==> src/rtl/axi_alu_bank.sv <==
// AXI4-Lite register bank of independent ALU channels: two operands, a control
// register and a live read-only result per channel, with byte-lane writes.
`timescale 1ns/1ps

module axi_alu_bank #(
  parameter int NUM_CHANNELS     = 4,
  parameter int S_AXI_DATA_WIDTH = 32,
  parameter int S_AXI_ADDR_WIDTH = 6
) (
  input  logic                          AXI_ACLK,
  input  logic                          AXI_ARESETN,
  input  logic [S_AXI_ADDR_WIDTH-1:0]   S_AXI_AWADDR,
  input  logic                          S_AXI_AWVALID,
  output logic                          S_AXI_AWREADY,
  input  logic [2:0]                    S_AXI_AWPROT,
  input  logic [S_AXI_DATA_WIDTH-1:0]   S_AXI_WDATA,
  input  logic [S_AXI_DATA_WIDTH/8-1:0] S_AXI_WSTRB,
  input  logic                          S_AXI_WVALID,
  output logic                          S_AXI_WREADY,
  output logic [1:0]                    S_AXI_BRESP,
  output logic                          S_AXI_BVALID,
  input  logic                          S_AXI_BREADY,
  input  logic [S_AXI_ADDR_WIDTH-1:0]   S_AXI_ARADDR,
  input  logic                          S_AXI_ARVALID,
  output logic                          S_AXI_ARREADY,
  input  logic [2:0]                    S_AXI_ARPROT,
  output logic [S_AXI_DATA_WIDTH-1:0]   S_AXI_RDATA,
  output logic [1:0]                    S_AXI_RRESP,
  output logic                          S_AXI_RVALID,
  input  logic                          S_AXI_RREADY
);
  localparam int DW = S_AXI_DATA_WIDTH;
  localparam int AW = S_AXI_ADDR_WIDTH;
  localparam int SW = DW / 8;
  localparam logic [1:0] RESP_OKAY   = 2'b00;
  localparam logic [1:0] RESP_SLVERR = 2'b10;

  typedef enum logic [1:0] {WR_IDLE, WR_EXEC, WR_RESP} wrState_t;
  typedef enum logic [1:0] {RD_IDLE, RD_LOOKUP, RD_RESP} rdState_t;

  function automatic logic isMapped(input logic [AW-1:0] a);
    return 32'(a) < 32'(NUM_CHANNELS * 16);
  endfunction

  function automatic logic isChannel(input logic [AW-1:0] a, input int c);
    return (32'(a) >> 4) == 32'(c);
  endfunction

  function automatic logic [DW-1:0] applyStrb(input logic [DW-1:0] oldVal,
                                               input logic [DW-1:0] newVal,
                                               input logic [SW-1:0] strb);
    logic [DW-1:0] v;
    v = oldVal;
    for (int b = 0; b < SW; b++)
      if (strb[b]) v[b*8 +: 8] = newVal[b*8 +: 8];
    return v;
  endfunction

  logic [DW-1:0] r_op1  [NUM_CHANNELS];
  logic [DW-1:0] r_op2  [NUM_CHANNELS];
  logic [2:0]    r_mode [NUM_CHANNELS];
  logic [DW-1:0] w_result [NUM_CHANNELS];
  logic          w_flag   [NUM_CHANNELS];

  wrState_t r_wrState, w_wrNext;
  rdState_t r_rdState, w_rdNext;

  logic          r_awReady, r_wReady, r_bValid, r_arReady, r_rValid;
  logic [AW-1:0] r_awAddr, r_arAddr;
  logic [DW-1:0] r_wData, r_rData;
  logic [SW-1:0] r_wStrb;
  logic [1:0]    r_bResp, r_rResp;

  logic          w_awFire, w_wFire, w_arFire;
  logic          w_commit, w_bDone, w_rDone, w_wrOk;
  logic [AW-1:0] w_wrAddr;
  logic [DW-1:0] w_wrData, w_rdData;
  logic [SW-1:0] w_wrStrb;
  logic [1:0]    w_rdResp;
  logic          w_unused;

  assign w_unused = ^{S_AXI_AWPROT, S_AXI_ARPROT};

  for (genvar c = 0; c < NUM_CHANNELS; c++) begin : g_alu
    logic [DW:0]   w_sum, w_diff;
    logic [DW-1:0] w_res;
    logic          w_flg;
    assign w_sum  = {1'b0, r_op1[c]} + {1'b0, r_op2[c]};
    assign w_diff = {1'b0, r_op1[c]} - {1'b0, r_op2[c]};
    always_comb begin
      w_res = '0;
      w_flg = 1'b0;
      case (r_mode[c])
        3'd0: begin w_res = w_sum[DW-1:0];  w_flg = w_sum[DW];  end
        3'd1: begin w_res = w_diff[DW-1:0]; w_flg = w_diff[DW]; end
        3'd2: w_res = r_op1[c] & r_op2[c];
        3'd3: w_res = r_op1[c] | r_op2[c];
        3'd4: w_res = r_op1[c] ^ r_op2[c];
        default: ;
      endcase
    end
    assign w_result[c] = w_res;
    assign w_flag[c]   = w_flg;
  end

  // A half of the write that already handshook is taken from its holding register.
  assign w_awFire = S_AXI_AWVALID && r_awReady;
  assign w_wFire  = S_AXI_WVALID && r_wReady;
  assign w_arFire = S_AXI_ARVALID && r_arReady;
  assign w_wrAddr = r_awReady ? S_AXI_AWADDR : r_awAddr;
  assign w_wrData = r_wReady  ? S_AXI_WDATA  : r_wData;
  assign w_wrStrb = r_wReady  ? S_AXI_WSTRB  : r_wStrb;
  assign w_wrOk   = isMapped(w_wrAddr) && (w_wrAddr[3:2] != 2'd2);

  always_comb begin
    w_wrNext = r_wrState;
    w_commit = 1'b0;
    w_bDone  = 1'b0;
    case (r_wrState)
      WR_IDLE: if ((!r_awReady || w_awFire) && (!r_wReady || w_wFire)) begin
        w_commit = 1'b1;
        w_wrNext = WR_EXEC;
      end
      WR_EXEC: w_wrNext = WR_RESP;
      WR_RESP: if (S_AXI_BREADY) begin
        w_bDone  = 1'b1;
        w_wrNext = WR_IDLE;
      end
      default: w_wrNext = WR_IDLE;
    endcase
  end

  always_comb begin
    w_rdNext = r_rdState;
    w_rDone  = 1'b0;
    case (r_rdState)
      RD_IDLE:   if (w_arFire) w_rdNext = RD_LOOKUP;
      RD_LOOKUP: w_rdNext = RD_RESP;
      RD_RESP:   if (S_AXI_RREADY) begin
        w_rDone  = 1'b1;
        w_rdNext = RD_IDLE;
      end
      default: w_rdNext = RD_IDLE;
    endcase
  end

  always_comb begin
    w_rdData = '0;
    w_rdResp = RESP_SLVERR;
    if (isMapped(r_arAddr)) begin
      w_rdResp = RESP_OKAY;
      for (int c = 0; c < NUM_CHANNELS; c++) begin
        if (isChannel(r_arAddr, c)) begin
          case (r_arAddr[3:2])
            2'd0: w_rdData = r_op1[c];
            2'd1: w_rdData = r_op2[c];
            2'd2: w_rdData = w_result[c];
            default: begin
              w_rdData[2:0] = r_mode[c];
              w_rdData[16]  = w_flag[c];
            end
          endcase
        end
      end
    end
  end

  always_ff @(posedge AXI_ACLK or negedge AXI_ARESETN) begin
    if (!AXI_ARESETN) begin
      r_wrState <= WR_IDLE;
      r_rdState <= RD_IDLE;
    end else begin
      r_wrState <= w_wrNext;
      r_rdState <= w_rdNext;
    end
  end

  always_ff @(posedge AXI_ACLK or negedge AXI_ARESETN) begin
    if (!AXI_ARESETN) begin
      r_awReady <= 1'b1;
      r_wReady  <= 1'b1;
      r_awAddr  <= '0;
      r_wData   <= '0;
      r_wStrb   <= '0;
      r_bValid  <= 1'b0;
      r_bResp   <= RESP_OKAY;
      r_arReady <= 1'b1;
      r_arAddr  <= '0;
      r_rValid  <= 1'b0;
      r_rData   <= '0;
      r_rResp   <= RESP_OKAY;
    end else begin
      if (w_awFire) begin
        r_awReady <= 1'b0;
        r_awAddr  <= S_AXI_AWADDR;
      end
      if (w_wFire) begin
        r_wReady <= 1'b0;
        r_wData  <= S_AXI_WDATA;
        r_wStrb  <= S_AXI_WSTRB;
      end
      if (w_commit) r_bResp <= w_wrOk ? RESP_OKAY : RESP_SLVERR;
      if (r_wrState == WR_EXEC) r_bValid <= 1'b1;
      if (w_bDone) begin
        r_bValid  <= 1'b0;
        r_awReady <= 1'b1;
        r_wReady  <= 1'b1;
      end
      if (w_arFire) begin
        r_arReady <= 1'b0;
        r_arAddr  <= S_AXI_ARADDR;
      end
      if (r_rdState == RD_LOOKUP) begin
        r_rValid <= 1'b1;
        r_rData  <= w_rdData;
        r_rResp  <= w_rdResp;
      end
      if (w_rDone) begin
        r_rValid  <= 1'b0;
        r_arReady <= 1'b1;
      end
    end
  end

  // Only CTRL bits [2:0] are storage; FLAG and the rest are produced on read.
  always_ff @(posedge AXI_ACLK or negedge AXI_ARESETN) begin
    if (!AXI_ARESETN) begin
      for (int c = 0; c < NUM_CHANNELS; c++) begin
        r_op1[c]  <= '0;
        r_op2[c]  <= '0;
        r_mode[c] <= '0;
      end
    end else if (w_commit && w_wrOk) begin
      for (int c = 0; c < NUM_CHANNELS; c++) begin
        if (isChannel(w_wrAddr, c)) begin
          case (w_wrAddr[3:2])
            2'd0: r_op1[c] <= applyStrb(r_op1[c], w_wrData, w_wrStrb);
            2'd1: r_op2[c] <= applyStrb(r_op2[c], w_wrData, w_wrStrb);
            2'd3: if (w_wrStrb[0]) r_mode[c] <= w_wrData[2:0];
            default: ;
          endcase
        end
      end
    end
  end

  assign S_AXI_AWREADY = r_awReady;
  assign S_AXI_WREADY  = r_wReady;
  assign S_AXI_BVALID  = r_bValid;
  assign S_AXI_BRESP   = r_bResp;
  assign S_AXI_ARREADY = r_arReady;
  assign S_AXI_RVALID  = r_rValid;
  assign S_AXI_RDATA   = r_rData;
  assign S_AXI_RRESP   = r_rResp;

endmodule

==> config.mk <==
export PLATFORM = sky130hd
export DESIGN_NAME = axi_alu_bank
export DESIGN_NICKNAME = d
export VERILOG_FILES = /design/src/rtl/axi_alu_bank.sv
export SDC_FILE = /design/constraint.sdc
export NUM_CORES = 2
export LEC_CHECK = 0
export ABC_AREA = 1
export BUFFER_PORTS_ARGS = -buffer_cell sky130_fd_sc_hd__buf_2
export CAP_MARGIN = 20
export CORE_MARGIN = 2
export CORE_UTILIZATION = 55
export DETAILED_ROUTE_END_ITERATION = 7
export MAX_ROUTING_LAYER = met4
export PLACE_DENSITY = 0.79
export SYNTH_ARGS = -nofsm -noshare
export SYNTH_HDL_FRONTEND = slang
export SYNTH_SLANG_ARGS = --single-unit
==> constraint.sdc <==
create_clock -name AXI_ACLK -period 2.46 [get_ports AXI_ACLK]
set_input_delay 0.246 -clock AXI_ACLK [delete_from_list [all_inputs] [get_ports AXI_ACLK]]
set_output_delay 0.246 -clock AXI_ACLK [all_outputs]
set_load 0.05 [all_outputs]
==> flow_summary_export.csv, run 1 <==
group,metric,value,unit
global_routing,grt_overflow,34,
synth,synth-seq-area-share,21.75,%
timing,timing.worst_endpoint.kind,"sequential cell input",
global_routing,maximum_number_of_pins_on_one_net_before_global_route_repair,87,
place,place_congestion,1.153,
outcome,outcome,"stopped before the end",
synth,syn_area_per_cell,5.952,µm²
clocking,cts.path.max_buffers,3,
place,portBuffers,88,
outcome,stop_stage,"global routing (5_1_grt)",
die,floorplan.rows,99,
synth,yosysWarningCount,0,
synth,synth.ff_latch_count,354,
die,die_width,276.2,µm
synth,mappedNetlistArea,40750,µm²
synth,syn-instance-count,6846,
place,place.detailed.hpwl,161500,µm
die,die_h,276.2,µm
die,io_pins,102,
clocking,clock_sink_count,354,
global_routing,global_route_usage_sum,78.46,%
timing,worstEndpointGrtRepair,"S_AXI_RDATA[4]$_DFFE_PN0P_/D",
die,initial_standard_cell_utilization_of_the_core,55.66,%
place,place.detailed.instances,9254,
clocking,tritoncts.num_buffers,44,
synth,yosysUniqueCellTypes,57,
outcome,first-error,"[ERROR GRT-0232] Routing congestion too high. Check the congestion heatmap in the GUI.",
place,dp_worst_setup_slack,-638.5,ps
clocking,ctsHtreeMaxLevel,2,
clocking,cts-root-buf,"clkbuf_16",
cell usage after synthesis (all sizes together):
library cell  instances  area (µm²)
nand2              2142        8070
inv                1116        4189
o21ai               586        2952
nand3               570        2853
nor2                555        2261
ha                  392        4905
a21oi               361        1818
dfrtp               351        8783
buf                 150       745.7
clkbuf              115       444.2
o22ai               113       706.9
nand4                80       500.5
a221oi               70       613.1
nor3                 65       374.1
o21bai               24       180.2
o211ai               23       172.7
o221ai               18       157.7
nor4                 13       81.33
xor2                 12       105.1
o2111ai              10       87.58
and2                  8       50.05
fa                    8       160.2
a21o                  7       52.55
o31ai                 7       52.55
a31oi                 6       37.54
and3                  6       37.54
a21boi                5       37.54
mux2                  5       56.30
nand3b                4       30.03
or2                   4       25.03
dfstp                 3       78.83
o21a                  3       22.52
clkinv                2       7.510
nor3b                 2       15.01
xnor2                 2       17.52
a2111oi               1       8.760
a31o                  1       8.760
conb                  1       3.750
nand2b                1       6.260
o211a                 1       10.01
o22a                  1       8.760
o311a                 1       10.01
o31a                  1       8.760
through the flow:
step / instance area, µm² / utilization, %
after floorplan: 40750 / -
after global placement: 53930 / 73.67
after detailed placement: 53930 / 73.67
after CTS: 60470 / 82.60
per-layer routing:
metal | overflow | global-route usage [%]
met5 | - | -
met4 | 12 | 77.12
met3 | 6 | 63.65
met2 | 16 | 92.10
met1 | 0 | 77.08
cell families after synthesis:
kind of cell,synth area share [%]
compound gates,17.05
xor+xnor,0.3009
fa+ha+maj,12.43
buf+inv,13.22
flops,21.75
mux,0.1382
other cells,0.009204
simple gates,35.11
what timing repair did:
action / in CTS
resized for setup: 1159
hold endpoints to repair: 95
cloned: 0
pin swaps: 286
hold buffers: 49
buffers inserted: 63
endpoints found under the setup margin: 34
==> run 2, diff against run 1 <==
--- a/config.mk
+++ b/config.mk
@@ -9,10 +9,9 @@
 export BUFFER_PORTS_ARGS = -buffer_cell sky130_fd_sc_hd__buf_2
 export CAP_MARGIN = 20
 export CORE_MARGIN = 2
-export CORE_UTILIZATION = 55
+export CORE_UTILIZATION = 40
 export DETAILED_ROUTE_END_ITERATION = 7
-export MAX_ROUTING_LAYER = met4
-export PLACE_DENSITY = 0.79
+export PLACE_DENSITY_LB_ADDON = 0.15
 export SYNTH_ARGS = -nofsm -noshare
 export SYNTH_HDL_FRONTEND = slang
 export SYNTH_SLANG_ARGS = --single-unit
==> constraint.sdc (replaced) <==
create_clock -name AXI_ACLK -period 3.2 [get_ports AXI_ACLK]
set_input_delay 0.32 -clock AXI_ACLK [delete_from_list [all_inputs] [get_ports AXI_ACLK]]
set_output_delay 0.32 -clock AXI_ACLK [all_outputs]
set_load 0.05 [all_outputs]
==> flow_summary_export.csv, run 2 <==
group,metric,value,unit
outcome,outcome,"complete, but fails checks",
outcome,failed_checks,"DRC",
worst_setup_path,setup.worst_path.start_class,"flip-flop",
clocking,cts.path.max_buffers,3,
worst_hold_path,hold_class,"primary input to asynchronous set/reset pin",
global_routing,maximum_number_of_pins_on_one_net_before_global_route_repair,78,
worst_setup_path,critical_path_required,3730,ps
place,portBuffers,88,
synth,synth.top_cells.by_area,"dfrtp_1, nand2_1, ha_1",
clocking,cts_tree,"yes",
global_routing,global_route_usage_sum,36.01,%
timing,timing.final.crit_share,99.81,%
synth,post_synth_most_frequent_cells,"nand2_1, inv_1, nand3_1",
drt,drc,2,
synth,async_set_reset_flop_share_out_of_synthesis,100.0,%
synth,yosysWarningCount,0,
worst_setup_path,cp-end-kind,"flip-flop",
global_routing,number_of_global_route_vias_before_repair,44400,
flow_run,max_cap_viol_count,0,
die,die_h,323.2,µm
drt,viasPerCell,5.421,
global_routing,use_met3,6.843,%
timing,grt_setup_unrepaired,"yes",
synth,synth-seq-area-share,21.75,%
final_layout,final.fill_count,10790,
final_layout,finish.cell_count_without_fillers,8801,
global_routing,globalRoute.busiestLayer,"met2",
die,die_width,323.2,µm
timing,final_max_slew_viol_count,0,
die,design.die.area,104400,µm²
worst_setup_path,setup_cp_type,"flip-flop to flip-flop",
synth,mappedNetlistArea,40750,µm²
worst_setup_path,worst_path_buf_inv,1,
clocking,tritoncts.num_buffers,48,
worst_setup_path,worst_path_most_repeated_cell,"nand2_1",
timing,tightestPinTransition,1033,ps
timing,clock_period_minus_worst_slack,3194,ps
drt,via_count,47710,
clocking,ctsHtreeMaxLevel,2,
worst_setup_path,cpMaxStageDelayCell,"ha_2",
drt,drtPass1Iterations,8,
drt,postRouteAntennaNets,0,
worst_setup_path,worstPathCellList,"inv_1 > ha_2 > nand2_1 > nor2_1 > nand2_1 > nor2_1 > nand2_1 > nand3_1 > nand2_1 > nand3_1 > nand3_1 > nand2_1 > nand2_1 > a21oi_1 > nand3_1 > nand2_1 > nand2_1",
global_routing,antenna_found_initial,3,
worst_setup_path,crit_fanout,8,
place,place_congestion,1.051,
timing,hold_viol,0,
clocking,cts-root-buf,"clkbuf_16",
synth,synth_largest_area_cell,"dfrtp_1",
final_layout,antenna_cells,0,
timing,post-route-worst-setup-slack,6.078,ps
final_layout,largest_registers,"r_op1 x128, r_op2 x128",
global_routing,wire_length_of_the_first_global_routing_pass,281400,µm
timing,finalSetupViolCount,0,
worst_setup_path,timing.critical_path.slowest_cell_delay,440,ps
global_routing,m2_gr_usage,54.04,%
drt,avgRoutedWirePerCell,21.77,µm
synth,post-synth-top-count-cell,"nand2_1",
worst_setup_path,path_delay_family,"simple AND/OR/NAND/NOR gates",
final_layout,final_nets,7857,
place,dp_worst_setup_slack,-65.23,ps
drt,detail_route.iter0.violations,5050,
synth,synth_enable_flop_cells,0,
clocking,post-cts-setup-buffer-count,0,
final_layout,mostFrequentLayoutCell,"nand2_1",
global_routing,globalRouteMet1Util,49.08,%
final_layout,fraction_of_final_layout_cells_with_drive_strength_greater_than_1,13.40,%
die,initial_standard_cell_utilization_of_the_core,40.16,%
timing,hold_ws,246.8,ps
synth,dominantRegCellSynth,"dfrtp_1",
synth,synth_top_cell_area_share,21.56,%
place,place.detailed.instances,8663,
die,core,101400,µm²
drt,totalWireLength,191600,µm
die,floorplan.rows,117,
final_layout,area_delta_synth_final,21.63,%
synth,syn_area_per_cell,5.952,µm²
clocking,cts.reportedPaths.clkPinSlew,60,ps
worst_setup_path,critPathArrivalTime,3720,ps
synth,synth.ff_latch_count,354,
global_routing,grt_overflow,0,
clocking,clock_sink_count,354,
final_layout,layout.cells.most_common_list,"nand2_1, inv_1, buf_4",
synth,syn-instance-count,6846,
timing,relSlewSlack,30.95,%
place,place.detailed.hpwl,153400,µm
timing,max_clk_rate,313.1,MHz
clocking,clk-insertion-delay-late,670,ps
die,io_pins,102,
synth,yosysUniqueCellTypes,57,
timing,final_skew,39.84,ps
-- run 2: kinds of logic after synthesis --
| family | Yosys count | synth area share [%] |
|---|---|---|
| compound gates | 1239 | 17.05 |
| xor+xnor | 14 | 0.3009 |
| fa+ha+maj | 400 | 12.43 |
| buf+inv | 1383 | 13.22 |
| flops | 354 | 21.75 |
| mux | 5 | 0.1382 |
| other cells | 1 | 0.009204 |
| simple gates | 3450 | 35.11 |
-- run 2: repair_timing --
action | in CTS | in global routing
cloned | 0 | 0
hold buffers | 50 | 0
endpoints found under the setup margin | 3 | 24
pin swaps | 0 | 3
resized for setup | 4 | 136
endpoints found under the hold margin | 113 | 0
-- run 2: layer usage --
layer  vias to the layer above  share of wire, %
li1                      23030                 -
met2                      2072                42
met1                     22220                43
met3                       394               9.2
met4                         4               5.9
met5                         -             0.014
-- run 2: cell type report --
cell class | count | area [µm²] | area share, %
flip-flops and latches | 354 | 8864 | 17.88
well taps | 1368 | 1712 | 3.454
repair buffers | 763 | 6206 | 12.52
inverters | 1118 | 4198 | 8.470
clock inverters | 23 | 242.7 | 0.4898
clock buffers | 64 | 1351 | 2.727
multi-input cells | 5111 | 26990 | 54.45
-- run 2: path summary, 6_finish.rpt --
path	from	end	slack, ps	cells past startpoint
worst max register to register	r_op1[80]$_DFFE_PN0P_	S_AXI_RDATA[21]$_DFFE_PN0P_	6	17
worst min register to register	r_rdState[0]$_DFFE_PN0P_	r_rdState[0]$_DFFE_PN0P_	450	1
max in group asynchronous	AXI_ARESETN	S_AXI_ARREADY$_DFFE_PN1P_	2070	3
worst max-delay path	r_op1[80]$_DFFE_PN0P_	S_AXI_RDATA[21]$_DFFE_PN0P_	6	17
worst min-delay path	AXI_ARESETN	r_op1[31]$_DFFE_PN0P_	250	2
min in group AXI_ACLK	S_AXI_ARVALID	S_AXI_ARREADY$_DFFE_PN1P_	370	3
-- run 2: worst register-to-register path, cell delays in order, from the launching register on --
cell and delay [ps]:
dfrtp_1 370, inv_1 90, ha_2 440, nand2_1 120
nor2_1 260, nand2_1 160, nor2_1 120, nand2_1 100
nand3_1 100, nand2_1 50, nand3_1 80, nand3_1 110
nand2_1 80, nand2_1 170, a21oi_1 330, nand3_1 250
nand2_1 160, nand2_1 60
-- run 2: stage by stage --
step | setup TNS [ps] | utilization (%) | instance area [µm²]
finish | 0 | 48.85 | 49560
floorplan | 0 | - | 40750
global placement | -49.57 | 46.35 | 47020
detailed placement | -86.30 | 46.35 | 47020
CTS | 0 | 48.43 | 49130
global route | -299.2 | 48.85 | 49560
Power of run 2 is left out: the tool's default activity adds up to more than one toggle a clock period on the data nets, which glitch-free logic cannot reach.
